## src/rtl/rv16_mem_arbiter_if.sv

```systemverilog
// Bus bundle between the rv16r fetch/load-store ports, the arbiter and the shared RAM.
// The slave view is the arbiter. The master view is the core plus the RAM.
interface rv16_mem_arbiter_if #(
    parameter int unsigned ADDR_W = 16,
    parameter int unsigned DATA_W = 16
);
    logic              i_req;
    logic [ADDR_W-1:0] i_addr;
    logic              i_gnt;
    logic              i_rvalid;
    logic [DATA_W-1:0] i_rdata;

    logic              d_req;
    logic              d_we;
    logic [ADDR_W-1:0] d_addr;
    logic [DATA_W-1:0] d_wdata;
    logic              d_gnt;
    logic              d_rvalid;
    logic [DATA_W-1:0] d_rdata;

    logic              mem_en;
    logic              mem_we;
    logic [ADDR_W-1:0] mem_addr;
    logic [DATA_W-1:0] mem_wdata;
    logic [DATA_W-1:0] mem_rdata;

    modport slave (
        input  i_req, i_addr, d_req, d_we, d_addr, d_wdata, mem_rdata,
        output i_gnt, i_rvalid, i_rdata, d_gnt, d_rvalid, d_rdata,
        output mem_en, mem_we, mem_addr, mem_wdata
    );

    modport master (
        output i_req, i_addr, d_req, d_we, d_addr, d_wdata, mem_rdata,
        input  i_gnt, i_rvalid, i_rdata, d_gnt, d_rvalid, d_rdata,
        input  mem_en, mem_we, mem_addr, mem_wdata
    );
endinterface

```

## src/rtl/rv16_mem_arbiter.sv

```systemverilog
// Single-port RAM arbiter for rv16r: D has priority, I is protected by a bounded D-run
// counter. Read data is steered back to the owner one cycle after the grant.
module rv16_mem_arbiter #(
    parameter int unsigned ADDR_W    = 16,
    parameter int unsigned DATA_W    = 16,
    parameter int unsigned MAX_D_RUN = 4
) (
    input logic               clk,
    input logic               rst,
    rv16_mem_arbiter_if.slave bus
);
    typedef enum logic [1:0] {StIdle, StRspI, StRspD} rsp_state_e;

    localparam logic [3:0] MaxRun = 4'(MAX_D_RUN);

    rsp_state_e state_q, state_d;
    logic [3:0] run_cnt_q, run_cnt_d;
    logic       rsp_we_q, rsp_we_d;
    logic       grant_i, grant_d;

    // D wins contention until it has taken MAX_D_RUN grants in a row over a waiting I.
    always_comb begin
        grant_i = 1'b0;
        grant_d = 1'b0;
        if (!rst) begin
            if (bus.d_req && !(bus.i_req && (run_cnt_q == MaxRun))) begin
                grant_d = 1'b1;
            end else if (bus.i_req) begin
                grant_i = 1'b1;
            end
        end
    end

    always_comb begin
        bus.i_gnt = grant_i;
        bus.d_gnt = grant_d;
    end

    always_comb begin
        bus.mem_en    = 1'b0;
        bus.mem_we    = 1'b0;
        bus.mem_addr  = '0;
        bus.mem_wdata = '0;
        if (grant_d) begin
            bus.mem_en    = 1'b1;
            bus.mem_we    = bus.d_we;
            bus.mem_addr  = bus.d_addr;
            bus.mem_wdata = bus.d_wdata;
        end else if (grant_i) begin
            bus.mem_en   = 1'b1;
            bus.mem_addr = bus.i_addr;
        end
    end

    always_comb begin
        run_cnt_d = run_cnt_q;
        if (grant_i || !bus.i_req) begin
            run_cnt_d = 4'd0;
        end else if (grant_d && (run_cnt_q != MaxRun)) begin
            run_cnt_d = run_cnt_q + 4'd1;
        end
    end

    always_comb begin
        state_d  = StIdle;
        rsp_we_d = 1'b0;
        if (grant_i) begin
            state_d = StRspI;
        end else if (grant_d) begin
            state_d  = StRspD;
            rsp_we_d = bus.d_we;
        end
    end

    always_ff @(posedge clk) begin
        if (rst) begin
            state_q   <= StIdle;
            run_cnt_q <= 4'd0;
            rsp_we_q  <= 1'b0;
        end else begin
            state_q   <= state_d;
            run_cnt_q <= run_cnt_d;
            rsp_we_q  <= rsp_we_d;
        end
    end

    // Gating with rst drops a response whose grant happened just before reset.
    always_comb begin
        bus.i_rvalid = 1'b0;
        bus.i_rdata  = '0;
        bus.d_rvalid = 1'b0;
        bus.d_rdata  = '0;
        if (!rst) begin
            case (state_q)
                StRspI: begin
                    bus.i_rvalid = 1'b1;
                    bus.i_rdata  = bus.mem_rdata;
                end
                StRspD: begin
                    bus.d_rvalid = 1'b1;
                    bus.d_rdata  = rsp_we_q ? '0 : bus.mem_rdata;
                end
                default: ;
            endcase
        end
    end

    grant_onehot_a: assert property (@(posedge clk) !(bus.i_gnt && bus.d_gnt));
    i_gnt_needs_req_a: assert property (@(posedge clk) bus.i_gnt |-> bus.i_req);
    d_gnt_needs_req_a: assert property (@(posedge clk) bus.d_gnt |-> bus.d_req);
endmodule

```

## src/flat_wrapper.sv

```systemverilog
// flat-port wrapper written by rule: the top's interface ports become plain ports
module rv16_mem_arbiter_flat 
#(
    parameter int unsigned ADDR_W    = 16,
    parameter int unsigned DATA_W    = 16,
    parameter int unsigned MAX_D_RUN = 4
)
  (clk, rst, bus_i_req, bus_i_addr, bus_d_req, bus_d_we, bus_d_addr, bus_d_wdata, bus_mem_rdata, bus_i_gnt, bus_i_rvalid, bus_i_rdata, bus_d_gnt, bus_d_rvalid, bus_d_rdata, bus_mem_en, bus_mem_we, bus_mem_addr, bus_mem_wdata);
  rv16_mem_arbiter_if #(.ADDR_W(ADDR_W), .DATA_W(DATA_W)) bus_i ();
  input logic clk;
  input logic rst;
  input wire logic [$bits(bus_i.i_req)-1:0] bus_i_req;
  input wire logic [$bits(bus_i.i_addr)-1:0] bus_i_addr;
  input wire logic [$bits(bus_i.d_req)-1:0] bus_d_req;
  input wire logic [$bits(bus_i.d_we)-1:0] bus_d_we;
  input wire logic [$bits(bus_i.d_addr)-1:0] bus_d_addr;
  input wire logic [$bits(bus_i.d_wdata)-1:0] bus_d_wdata;
  input wire logic [$bits(bus_i.mem_rdata)-1:0] bus_mem_rdata;
  output wire logic [$bits(bus_i.i_gnt)-1:0] bus_i_gnt;
  output wire logic [$bits(bus_i.i_rvalid)-1:0] bus_i_rvalid;
  output wire logic [$bits(bus_i.i_rdata)-1:0] bus_i_rdata;
  output wire logic [$bits(bus_i.d_gnt)-1:0] bus_d_gnt;
  output wire logic [$bits(bus_i.d_rvalid)-1:0] bus_d_rvalid;
  output wire logic [$bits(bus_i.d_rdata)-1:0] bus_d_rdata;
  output wire logic [$bits(bus_i.mem_en)-1:0] bus_mem_en;
  output wire logic [$bits(bus_i.mem_we)-1:0] bus_mem_we;
  output wire logic [$bits(bus_i.mem_addr)-1:0] bus_mem_addr;
  output wire logic [$bits(bus_i.mem_wdata)-1:0] bus_mem_wdata;
  assign bus_i.i_req = bus_i_req;
  assign bus_i.i_addr = bus_i_addr;
  assign bus_i.d_req = bus_d_req;
  assign bus_i.d_we = bus_d_we;
  assign bus_i.d_addr = bus_d_addr;
  assign bus_i.d_wdata = bus_d_wdata;
  assign bus_i.mem_rdata = bus_mem_rdata;
  assign bus_i_gnt = bus_i.i_gnt;
  assign bus_i_rvalid = bus_i.i_rvalid;
  assign bus_i_rdata = bus_i.i_rdata;
  assign bus_d_gnt = bus_i.d_gnt;
  assign bus_d_rvalid = bus_i.d_rvalid;
  assign bus_d_rdata = bus_i.d_rdata;
  assign bus_mem_en = bus_i.mem_en;
  assign bus_mem_we = bus_i.mem_we;
  assign bus_mem_addr = bus_i.mem_addr;
  assign bus_mem_wdata = bus_i.mem_wdata;
  rv16_mem_arbiter #(.ADDR_W(ADDR_W), .DATA_W(DATA_W), .MAX_D_RUN(MAX_D_RUN)) u_core (.clk(clk), .rst(rst), .bus(bus_i));
endmodule
```

## config.mk

```make
export PLATFORM = sky130hd
export DESIGN_NAME = rv16_mem_arbiter_flat
export DESIGN_NICKNAME = d
export VERILOG_FILES = /design/src/rtl/rv16_mem_arbiter_if.sv /design/src/rtl/rv16_mem_arbiter.sv /design/src/flat_wrapper.sv
export SDC_FILE = /design/constraint.sdc
export NUM_CORES = 1
export LEC_CHECK = 0
export CAP_MARGIN = 10
export CORE_MARGIN = 1.5
export CORE_UTILIZATION = 23
export DETAILED_ROUTE_END_ITERATION = 8
export PLACE_DENSITY = 0.9
export SLEW_MARGIN = 0
export SYNTH_ARGS = -nofsm -noshare
export SYNTH_HDL_FRONTEND = slang
export SYNTH_SLANG_ARGS = --single-unit
```

## constraint.sdc

```tcl
create_clock -name clk -period 2 [get_ports clk]
set_clock_uncertainty 0.15 [all_clocks]
set_input_delay 0.2 -clock clk [delete_from_list [all_inputs] [get_ports clk]]
set_output_delay 0.2 -clock clk [all_outputs]
set_load 0.01 [all_outputs]
```

# ---- After elaboration in Yosys (flattened, before gate mapping)
# Index checks and enable logic that the tools add are counted.
dict set report word_totals {
  reg_bits 7
  output_inout_bits 70
}
dict set report classes {
  addsub 1
  n_eq_ne 4
  n_mux 22
  reduce_logical 8
}
# op n
set ops {}
lappend ops {{16-bit 2-to-1 mux} 8}
lappend ops {{1-bit 2-to-1 mux} 13}
lappend ops {{4-bit by 1-bit adder with 4-bit output (second input constant)} 1}
lappend ops {{4-bit by 3-bit equality test with 1-bit output (second input constant)} 1}
lappend ops {{4-bit by 3-bit inequality test with 1-bit output (second input constant)} 1}
lappend ops {{2-bit OR reduction} 2}
lappend ops {{1-bit logical AND} 3}
lappend ops {{2-bit by 1-bit equality test with 1-bit output (second input constant)} 1}
lappend ops {{2-bit equality test (second input constant)} 1}
lappend ops {{1-bit zero test} 2}
lappend ops {{2-bit 2-to-1 mux} 1}
lappend ops {{1-bit logical OR} 1}

# ---- Depth between registers and ports, before layout
# Gate-level depths: netlist of the first run.
dict set report logic_depth {
  word_depth 8
  depth_mapped 6
  mapped_depth_nobuf 5
}

# ---- Worst setup path after synthesis of the first run
# No wires, ideal clock.
dict set report synth_timing {
  path_kind {register to output}
  start {register u_core.run_cnt_q[0]}
  end {output bus_mem_addr[4]}
  arrival_ns 1.364
  path_slack_ns 0.286
  stages_incl_launch_ff 6
  n_path_buf 1
  path_cell_list {dfxtp_1 inv_1 ha_1 a41oi_4 buf_6 a22o_1}
}
dict set report synth_via {
  elab_chain_cells 8
}
# item line_no
set synth_lines {}
lappend synth_lines {{from (decl)} rv16_mem_arbiter.sv:17} ;# logic [3:0] run_cnt_q, run_cnt_d;
lappend synth_lines {{from (signal assigned)} rv16_mem_arbiter.sv:82} ;# run_cnt_q <= run_cnt_d;
lappend synth_lines {{4-bit by 3-bit equality test with 1-bit output (*)} rv16_mem_arbiter.sv:26} ;# if (bus.d_req && !(bus.i_req && (run_cnt_q == MaxRun))) begin
lappend synth_lines {{1-bit logical AND (*)} rv16_mem_arbiter.sv:26}
lappend synth_lines {{1-bit zero test (*)} rv16_mem_arbiter.sv:26}
lappend synth_lines {{1-bit logical AND (*)} rv16_mem_arbiter.sv:26}
lappend synth_lines {{1-bit 2-to-1 mux} rv16_mem_arbiter.sv:26}
lappend synth_lines {{1-bit 2-to-1 mux} rv16_mem_arbiter.sv:25} ;# if (!rst) begin
lappend synth_lines {{16-bit 2-to-1 mux} rv16_mem_arbiter.sv:49} ;# end else if (grant_i) begin
lappend synth_lines {{16-bit 2-to-1 mux (*)} rv16_mem_arbiter.sv:44} ;# if (grant_d) begin
lappend synth_lines {{to (decl)} flat_wrapper.sv:27} ;# output wire logic [$bits(bus_i.mem_addr)-1:0] bus_mem_addr;
# Every way passes the cells marked *; elsewhere a longest branch is shown, timed or not.

# ---- Worst setup path after layout of the first run
dict set report layout_timing {
  start {register u_core.run_cnt_q[0]}
  end {output bus_mem_addr[12]}
}
# The elaborated chain is that of the path after synthesis.

==> flow_summary.toml, run 1 <==
[sta]
finalCritPeriodShare = 1.016
timing_hold_violations_final = 0
min_period_ns = 2.032
holdWs_ns = 0.2653
timing.final.ws_setup_ns = -0.03226
slew_headroom = 0.8212
worst_pin_slew_ns = 0.2678
setup_tns_ns = -0.1319
max_freq_ghz = 0.4921
drv_slew = 0
setup_viol_count_final = 6
rsz0062_at_grt = "yes"

[detailed_routing]
drtPass1Iterations = 3
drtIter0Drc = 21
drt-wirelength-per-cell_um = 13.86
vias_per_cell = 4.512
wl_mm = 4.490
routed-via-count = 1462
antenna_left = 0
drc = 0

[power_and_ir_drop]
ir_drop_v = 0.0002807
power_density_nw_per_um2 = 285.4
leakage_nw = 1.385

[global_route]
grt_pass1_vias = 1426
antenna_found_initial = 0
grt_pass1_wl_mm = 6.637
grt_util_all_layers = 0.2051
grt_max_degree = 17
grt-ovfl-total = 0

[clocking]
holdBufCountCts = 0
cts_buffer_depth = 2
clk_pin_slew_ns = 0.04
numClockSinks = 7
cts-buffers-inserted = 3
h-tree-depth = 1
clk-insertion-delay-late_ns = 0.24
ctsRootBufferMaster = "clkbuf_8"
cts_tree = "yes"

[floorplan]
die_y_um = 65.11
rows = 22
die_area_um2 = 4239
ios = 139
start_util = 0.2405
die_x_um = 65.11
core_area_um2 = 3689

[hold_path]
hold_path.class = "input pin to flop"
hold-path-cell-count = 3

[yosys]
ys_warn_count = 0
syn_area_per_cell_um2 = 8.214
synth_area_um2 = 887.1
synth_cell_types = 26
syn_inst = 108
yosys.area.top_type = "and2_1"
synthesis.nets = 179
synth_area_leaders = "and2_1 35%, dfxtp_1 16%, a22o_2 11%"
netlist.area_leader.share = 0.3526
synth-seq-area-share = 0.1580
synth-seq-cells = 7

[layout]
nets = 348
fillCellCount = 327
areaGrowthSynthToFinish_pct = 186.2
drive_gt1_frac = 0.3333
final_core_util = 0.6883
final_cell_mix = "68 x clkdlybuf4s50_1, 49 x and2_1, 30 x dlygate4sd2_1"
antenna_cells = 0
fin_area_um2 = 2539
final_common_cell = "clkdlybuf4s50_1"

[worst_setup_path]
r2r-start = "u_core.run_cnt_q[0]"
r2r_cells = 7
crit_end = "bus_mem_addr[12]"
timing.rr.end = "u_core.rsp_we_q"
cp.arrival_ns = 1.68
reg2reg_slack_ns = 0.47
worstPathRequired_ns = 1.65
worst_setup_path_end_kind = "output pin"
crit_fanout = 5
critPathLaunch = "u_core.run_cnt_q[0]"
path_class = "flop to output pin"
cp-start-kind = "flop"

[placed_design]
post-dp-hpwl_mm = 3.290
place.gp.congestion = 0.7993
place_area_um2 = 2411
io_buffers = 138

[flow_run]
drv_cap = 0

[run_status]
violations = "negative setup slack"
status = "finished with violations"
[what timing repair did]
item	CTS	global route
pin swaps	4	6
setup endpoints to repair	68	35
gates cloned	5	1
setup buffers	10	4
gates resized for setup	154	34
[cell usage after synthesis]
| cell | count |
|---|---|
| and2b_1 | 1 |
| mux2i_1 | 1 |
| nor3b_1 | 1 |
| and2_1 | 50 |
| a41oi_1 | 1 |
| dfxtp_1 | 7 |
| nand3_1 | 1 |
| clkbuf_2 | 1 |
| a22o_1 | 6 |
| nand2b_2 | 1 |
| nor2b_1 | 1 |
| a21oi_4 | 1 |
| nor4_1 | 1 |
| nor3_1 | 3 |
| buf_6 | 4 |
| nand3b_4 | 1 |
| nand2_1 | 2 |
| nor3b_2 | 1 |
| nand2b_1 | 1 |
| a22o_2 | 10 |
| a21oi_1 | 2 |
| ha_1 | 2 |
| inv_1 | 3 |
| nor2_1 | 4 |
| a41oi_4 | 1 |
| buf_2 | 1 |
[report_power, final]
group	internal, mW	switching (mW)
Combinational	0.244	0.125
Sequential	0.144	0.00284
Clock	0.139	0.0692
Total	0.527	0.197
[area by class of cell]
type	count	area [um^2]	area share
Timing Repair Buffer	170	1556	0.6131
Multi-Input combinational cell	92	721.9	0.2844
Sequential cell	7	143.9	0.05668
Tap cell	48	60.06	0.02366
Clock buffer	4	45.04	0.01774
Inverter	3	11.26	0.004436
[registers in the layout, indices dropped and copies added, names as in the netlist]
register,flops
u_core.run_cnt_q,4
u_core.rsp_we_q,1
u_core.state_q,2
[how the worst min path moves through the flow]
stage / start / to
3_5_place_dp: u_core.run_cnt_q[0] / u_core.run_cnt_q[0]
4_1_cts: bus_d_req / u_core.state_q[1]
5_1_grt: bus_d_req / u_core.state_q[1]
3_3_place_gp: u_core.run_cnt_q[0] / u_core.run_cnt_q[0]
2_1_floorplan: bus_d_req / u_core.state_q[0]
6_report: bus_d_req / u_core.state_q[1]
[per-stage QoR]
step	power (mW)	worst slack [ns]	cells
global placement	0.5048	-0.3145	303
detailed placement	0.5114	-0.3589	303
floorplan	0.2525	0.2858	108
CTS	0.7185	-0.08513	321
global route	0.7578	-0.08202	324
finish	0.7247	-0.03226	324
[critical path: stages, from the launching register on]
cell and delay [ns]:
dfxtp_2 0.32, inv_2 0.06, ha_4 0.17, a41oi_4 0.15, buf_4 0.17, buf_6 0.11, buf_4 0.13, a22o_2 0.20
buf_2 0.14
[layer usage]
| layer | global-route usage | part of all wire |
|---|---|---|
| met1 | 0.1771 | 0.32 |
| met2 | 0.4214 | 0.54 |
| met3 | 0.07877 | 0.13 |
| met4 | 0.06771 | 0.013 |
| met5 | 0 | 0 |
[logic make-up after synthesis]
kind of cell,after synthesis,share of synthesized area
compound gates,21,0.2426
fa+ha+maj,2,0.02820
buf+inv,9,0.07474
flops,7,0.1580
mux,1,0.01128
simple gates,68,0.4852
Power figures use the tool's default switching activity.
==> inputs of run 2 (changes only) <==
--- a/config.mk
+++ b/config.mk
@@ -14,3 +14,4 @@
 export SYNTH_ARGS = -nofsm -noshare
 export SYNTH_HDL_FRONTEND = slang
 export SYNTH_SLANG_ARGS = --single-unit
+export TNS_END_PERCENT = 5
==> run 2 against run 1 <==
  * Setup slack got worse by 0.020 ns
  * Highest routed layer unchanged
  * The flow still finishes with violations (negative setup slack)
  * Clock power fell by 4%
  * Sequential share of layout area barely moved
  * Via count fell by 4.9%
  * Global-route usage fell by 1.2 points
  * First-iteration DRC count fell by 24%
  * Cell count fell by 2.2%
  * Power fell by 2.7%
  * Count of clock-buffer cells in the layout did not move
  * Critical endpoint is now bus_mem_addr[10]
==> flow_summary.toml, run 2 (synthesis gave the netlist of run 1 again) <==
[run_status]
status = "finished with violations"
violations = "negative setup slack"

[worst_setup_path]
crit_chain = "inv_2 -> ha_4 -> a41oi_4 -> buf_12 -> buf_6 -> buf_6 -> buf_6 -> a22o_2 -> buf_6"
path_class = "flop to output pin"
slowest_stage = "dfxtp_2"
worstPathRequired_ns = 1.65
r2r_cells = 7
cp-start-kind = "flop"
crit_top_cell = "buf_6"
cp_num_cells = 9
crit_buf_inv = 6
slowest_delay_ns = 0.31
worst_setup_path_end_kind = "output pin"
crit_fanout = 6
critPathTopFamily = "buffers and inverters"
cp.arrival_ns = 1.70

[power_and_ir_drop]
switchingPower_mw = 0.1814
ir_drop_v = 0.0002725
combPwrFrac = 0.511
swShare = 0.2573
pwr-share-seq = 0.207
internal_power_mw = 0.5235
leakage_nw = 1.283
power_density_nw_per_um2 = 282.1
p_clk_frac = 0.282

[layout]
final_cell_mix = "68 x clkdlybuf4s50_1, 50 x and2_1, 49 x dlygate4sd2_1"
seqCellArea_um2 = 142.6
multi_input_area_um2 = 700.7
largest_reg_flops = 4
fillCellCount = 330
top_register = "u_core.run_cnt_q"
final_common_cell = "clkdlybuf4s50_1"
top_regs = "u_core.run_cnt_q x4, u_core.state_q x2, u_core.rsp_we_q x1"
antenna_cells = 0
areaGrowthSynthToFinish_pct = 181.7
drive_gt1_frac = 0.2379
nets = 341
fin_cells = 317

[global_route]
grt_max_degree = 18
grt-ovfl-total = 0
antenna_found_initial = 0
grt_util_all_layers = 0.1934
grt_pass1_wl_mm = 6.285
grt_pass1_vias = 1368

[clocking]
holdBufCountCts = 0
cts-buffers-inserted = 3
clk_pin_slew_ns = 0.04
clk-insertion-delay-late_ns = 0.23
numClockSinks = 7
cts_buffer_depth = 2
ctsRootBufferMaster = "clkbuf_8"
cts_tree = "yes"
h-tree-depth = 1

[detailed_routing]
wl_mm = 4.048
antenna_left = 0
drtPass1Iterations = 4
drtIter0Drc = 16
routed-via-count = 1390
drc = 0
vias_per_cell = 4.385
drt-wirelength-per-cell_um = 12.77

[placed_design]
post-dp-hpwl_mm = 3.290
io_buffers = 138
dp_cells = 303
place.gp.congestion = 0.7993

[sta]
drv_slew = 0
timing.final.ws_setup_ns = -0.05266
finalCritPeriodShare = 1.026
holdWs_ns = 0.2708
setup_viol_count_final = 4
max_freq_ghz = 0.4872
slew_headroom = 0.8372
timing_hold_violations_final = 0
rsz0062_at_grt = "yes"
min_period_ns = 2.053
worst_pin_slew_ns = 0.2439

[hold_path]
hold_path.class = "input pin to flop"
hold-path-cell-count = 3

[floorplan]
die_x_um = 65.11
rows = 22
core_area_um2 = 3689
die_y_um = 65.11
start_util = 0.2405
die_area_um2 = 4239
ios = 139

[flow_run]
drv_cap = 0
[run 2: cell type report]
type | count | area share
flip-flops and latches | 7 | 0.05709
inverters | 3 | 0.004507
repair buffers | 163 | 0.6159
clock buffers | 4 | 0.01803
multi-input cells | 92 | 0.2804
well taps | 48 | 0.02404
[run 2: what timing repair did]
item                                    4_1_cts  5_1_grt
pin swaps                                     3        0
endpoints found under the setup margin       68       31
buffers inserted                              6        0
gates resized for setup                     114       20
gates cloned                                  4        0
[run 2: power by group through the flow]
stage          sequential (mW)  combinational (mW)  clock [mW]
6_report                 0.146               0.360       0.199
5_1_grt                  0.147               0.387       0.210
4_1_cts                  0.146               0.361       0.202
3_5_place_dp             0.148               0.363           0
3_3_place_gp             0.148               0.357           0
2_1_floorplan            0.148               0.105           0
[run 2: metal layers]
| metal | track usage | vias up | part of all wire |
|---|---|---|---|
| met1 | 0.1728 | 594 | 0.33 |
| li1 | - | 691 | - |
| met4 | 0.05990 | 0 | 0.017 |
| met2 | 0.3918 | 99 | 0.52 |
| met5 | 0 | - | 0 |
| met3 | 0.07534 | 6 | 0.13 |
[run 2: through the flow]
stage | setup WS, ns | TNS (ns) | utilization | area, um^2 | power, mW
final | -0.05266 | -0.1834 | 0.6774 | 2499 | 0.7050
after detailed placement | -0.3589 | -18.52 | 0.6537 | 2411 | 0.5114
after floorplan | 0.2858 | 0 | - | 887.1 | 0.2525
after global placement | -0.3145 | -17.40 | 0.6537 | 2411 | 0.5048
after CTS | -0.1412 | -0.3973 | 0.6764 | 2495 | 0.7085
after global routing | -0.1151 | -0.5500 | 0.6774 | 2499 | 0.7442
[run 2: worst min-delay path, cell delays in order]
cell and delay [ns]:
dlygate4sd2_1 0.27, nand2b_4 0.09, a41oi_1 0.04
[run 2: path summary, 6_finish.rpt]
| path | end | slack (ns) | start |
|---|---|---|---|
| setup / recovery | bus_mem_addr[10] | -0.05 | u_core.run_cnt_q[1] |
| hold / removal | u_core.state_q[1] | 0.27 | bus_d_req |
| setup reg to reg | u_core.rsp_we_q | 0.52 | u_core.run_cnt_q[1] |
| hold reg to reg | u_core.run_cnt_q[0] | 0.38 | u_core.run_cnt_q[0] |
==> inputs of run 3 (changes only) <==
--- a/config.mk
+++ b/config.mk
@@ -5,7 +5,7 @@
 export SDC_FILE = /design/constraint.sdc
 export NUM_CORES = 1
 export LEC_CHECK = 0
-export CAP_MARGIN = 10
+export CAP_MARGIN = 20
 export CORE_MARGIN = 1.5
 export CORE_UTILIZATION = 23
 export DETAILED_ROUTE_END_ITERATION = 8
==> results of run 3 <==
Same layout as run 2: the final DEF is identical, and so are final timing and power.
==> patch: new RTL, settings of run 1 <==
Re-encode `rsp_state_e` (3 states) as one-hot, 3 bits wide.
--- a/src/rtl/rv16_mem_arbiter.sv
+++ b/src/rtl/rv16_mem_arbiter.sv
@@ -9,7 +9,7 @@
     input logic               rst,
     rv16_mem_arbiter_if.slave bus
 );
-    typedef enum logic [1:0] {StIdle, StRspI, StRspD} rsp_state_e;
+    typedef enum logic [2:0] {StIdle = 3'b001, StRspI = 3'b010, StRspD = 3'b100} rsp_state_e;
 
     localparam logic [3:0] MaxRun = 4'(MAX_D_RUN);
 
Function: same outputs for any inputs over 10 cycles, from zero or initial values and one cycle with rst high; not proved beyond that.
==> patch against run 1 <==
- the flow still finishes with violations (setup timing)
- cell area rose by 1.3%
- sequential cell count rose by 1
- routed wire length fell by 12%
- setup slack got worse by 89 ps
- die area rose by 1.1%
- synthesized area rose by 1.1%
- count of clock-buffer cells in the layout fell by 1
- global-route usage fell by 3.0 points
- power rose by 0.14%
- sequential power rose by 15%
- largest cell class unchanged
- largest power group unchanged
- highest routed layer unchanged
==> patch: results (changes against run 1) <==
stage,metric,value,unit,change
global_route,total routing usage reported by global routing,0.1748,,-0.03025
synthesis,number of nets produced by synthesis,183,,+2.2%
clock_network,clock transition time at the flip-flop clock pins of the worst setup and hold paths,40,ps,about the same
drt,WL per Instance,12.50,microns,-9.8%
critical_path,reg2reg path depth,6,,-1
place,sum of net half-perimeters after detailed placement,3.078,mm,-6.5%
finish,largest registers ranked by flip-flop count,"u_core.run_cnt_q (4), u_core.state_q (3), u_core.rsp_we_q (1)",,
synthesis,cell types with the highest counts after synthesis,"sky130_fd_sc_hd__and2_1 (50), sky130_fd_sc_hd__a22o_1 (9), sky130_fd_sc_hd__dfxtp_1 (8), sky130_fd_sc_hd__a22o_2 (7)",,
finish,number of fill cells,309,,-5.5%
finish,Final nets,342,,-1.7%
pwr,largest voltage drop on the vdd net,0.1749,mV,-38%
global_route,pin count of the biggest net entering global routing,18,,+1
clock_network,Post-CTS Resized,197,,+28%
critical_path,Worst path most repeated cell,sky130_fd_sc_hd__buf_6,,
timing,tightest slew margin relative to the limit,0.8355,,+0.01425
drt,number of vias per cell after detailed routing,4.366,,-3.2%
global_route,met3 usage in global routing,0.04110,,-0.03767
drt,Starting DRT DRC Count,23,,+9.5%
synthesis,library cells used by synthesis,25,,-3.8%
synthesis,adder and majority gate portion of the synthesized area,0.02789,,-0.0003147
synthesis,Compound-Gate Fraction of Synth Area,0.2232,,-0.01944
run_status,outcome,"finished, violations left",,
clock_network,worst-skew pair later-pin latency,230,ps,
pwr,leakage,0.001318,uW,-4.8%
global_route,met2 capacity usage during global routing,0.3661,,-0.05532
synthesis,Main synth FF type,sky130_fd_sc_hd__dfxtp_1,,
run_status,violations in the final reports,setup timing,,
clock_network,buffer levels on the longest clock path,2,,unchanged
synthesis,sequential cell area fraction in the yosys report,0.1785,,+0.02055
global_route,wire length of the first global-routing pass,5.802,mm,-13%
clock_network,maximum level of the CTS H-tree,1,,unchanged
clock_network,Clock Tree Root,sky130_fd_sc_hd__clkbuf_8,,
timing,final setup violation count,34,,+28
finish,share of post-route cells with drive strength above 1,0.3569,,+0.02354
finish,Diodes inserted,0,,unchanged
global_route,via count of the first global-routing pass,1257,,-12%
drt,DR pass1 iterations,4,,+1
clock_network,TritonCTS buffer count,3,,unchanged
global_route,met1 usage in global routing,0.1611,,-0.01603
synthesis,XOR/XNOR share of the synthesized area,0,,unchanged
timing,least setup slack across all paths after layout,-121.0,ps,-88.73 ps
place,final weighted congestion of routability-driven global placement,0.6583,,-18%
critical_path,slowest cell delay on critical path,340,ps,+20 ps
synthesis,share of synthesized area spent on multiplexers,0.01116,,-0.0001259
place,"worst slack, placed",-390.7,ps,-31.83 ps
synthesis,synth warn,0,,unchanged
clock_network,Post-CTS Repair Setup Buffers,5,,-5
synthesis,biggest area contributors in the synthesized netlist,"sky130_fd_sc_hd__and2_1 (35%), sky130_fd_sc_hd__dfxtp_1 (18%), sky130_fd_sc_hd__a22o_1 (8.8%), sky130_fd_sc_hd__a22o_2 (7.8%), sky130_fd_sc_hd__nor4b_2 (3.3%)",,
==> patch: cells by family (layout without fill, tap and decap cells) <==
logic type / after synthesis / count (layout)
compound gates: 22 / 22
fa+ha+maj: 2 / 2
buf+inv: 14 / 171
flops: 8 / 8
mux: 1 / 1
simple gates: 65 / 65
==> patch: per-stage QoR <==
stage / TNS [ps] / cells / area, sq um / util / total power, uW
after floorplan: 0 / 112 / 897.1 / - / 261.1
after global placement: -17170 / 303 / 2412 / 0.6492 / 498.5
after detailed placement: -19830 / 303 / 2412 / 0.6492 / 502.9
after global routing: -4378 / 317 / 2571 / 0.6919 / 767.6
final: -2363 / 317 / 2571 / 0.6919 / 725.7
after CTS: -2118 / 314 / 2460 / 0.6620 / 707.7
==> patch: final timing paths <==
kind / end / slack (ps) / start
worst max-delay path: bus_mem_wdata[13] / -120 / u_core.run_cnt_q[1]$_SDFFE_PP0P_
worst min-delay path: u_core.state_q[0]$_SDFF_PP1_ / 350 / rst
worst max register to register: u_core.run_cnt_q[2]$_SDFFE_PP0P_ / 250 / u_core.run_cnt_q[1]$_SDFFE_PP0P_
worst min register to register: u_core.run_cnt_q[2]$_SDFFE_PP0P_ / 450 / u_core.run_cnt_q[2]$_SDFFE_PP0P_
==> patch: area by class of cell <==
type	instances	area [sq um]	share of cell area
timing repair buffer	162	1578	0.6136
multi-input combinational	90	706.9	0.2749
sequential	8	162.7	0.06326
tap	48	60.06	0.02336
clock buffer	3	41.29	0.01606
inverter	6	22.52	0.008759
==> patch: where the power goes <==
part	internal, uW	switching (uW)	total, uW
registers	166	3.24	169
logic	249	110	359
clock network	131	67.2	198
==> patch: per-layer routing <==
layer  up-vias  routed length [microns]
met3         5                      494
met5         -                        0
met2        99                     2161
li1        694                        -
met1       586                     1259
met4         0                       46
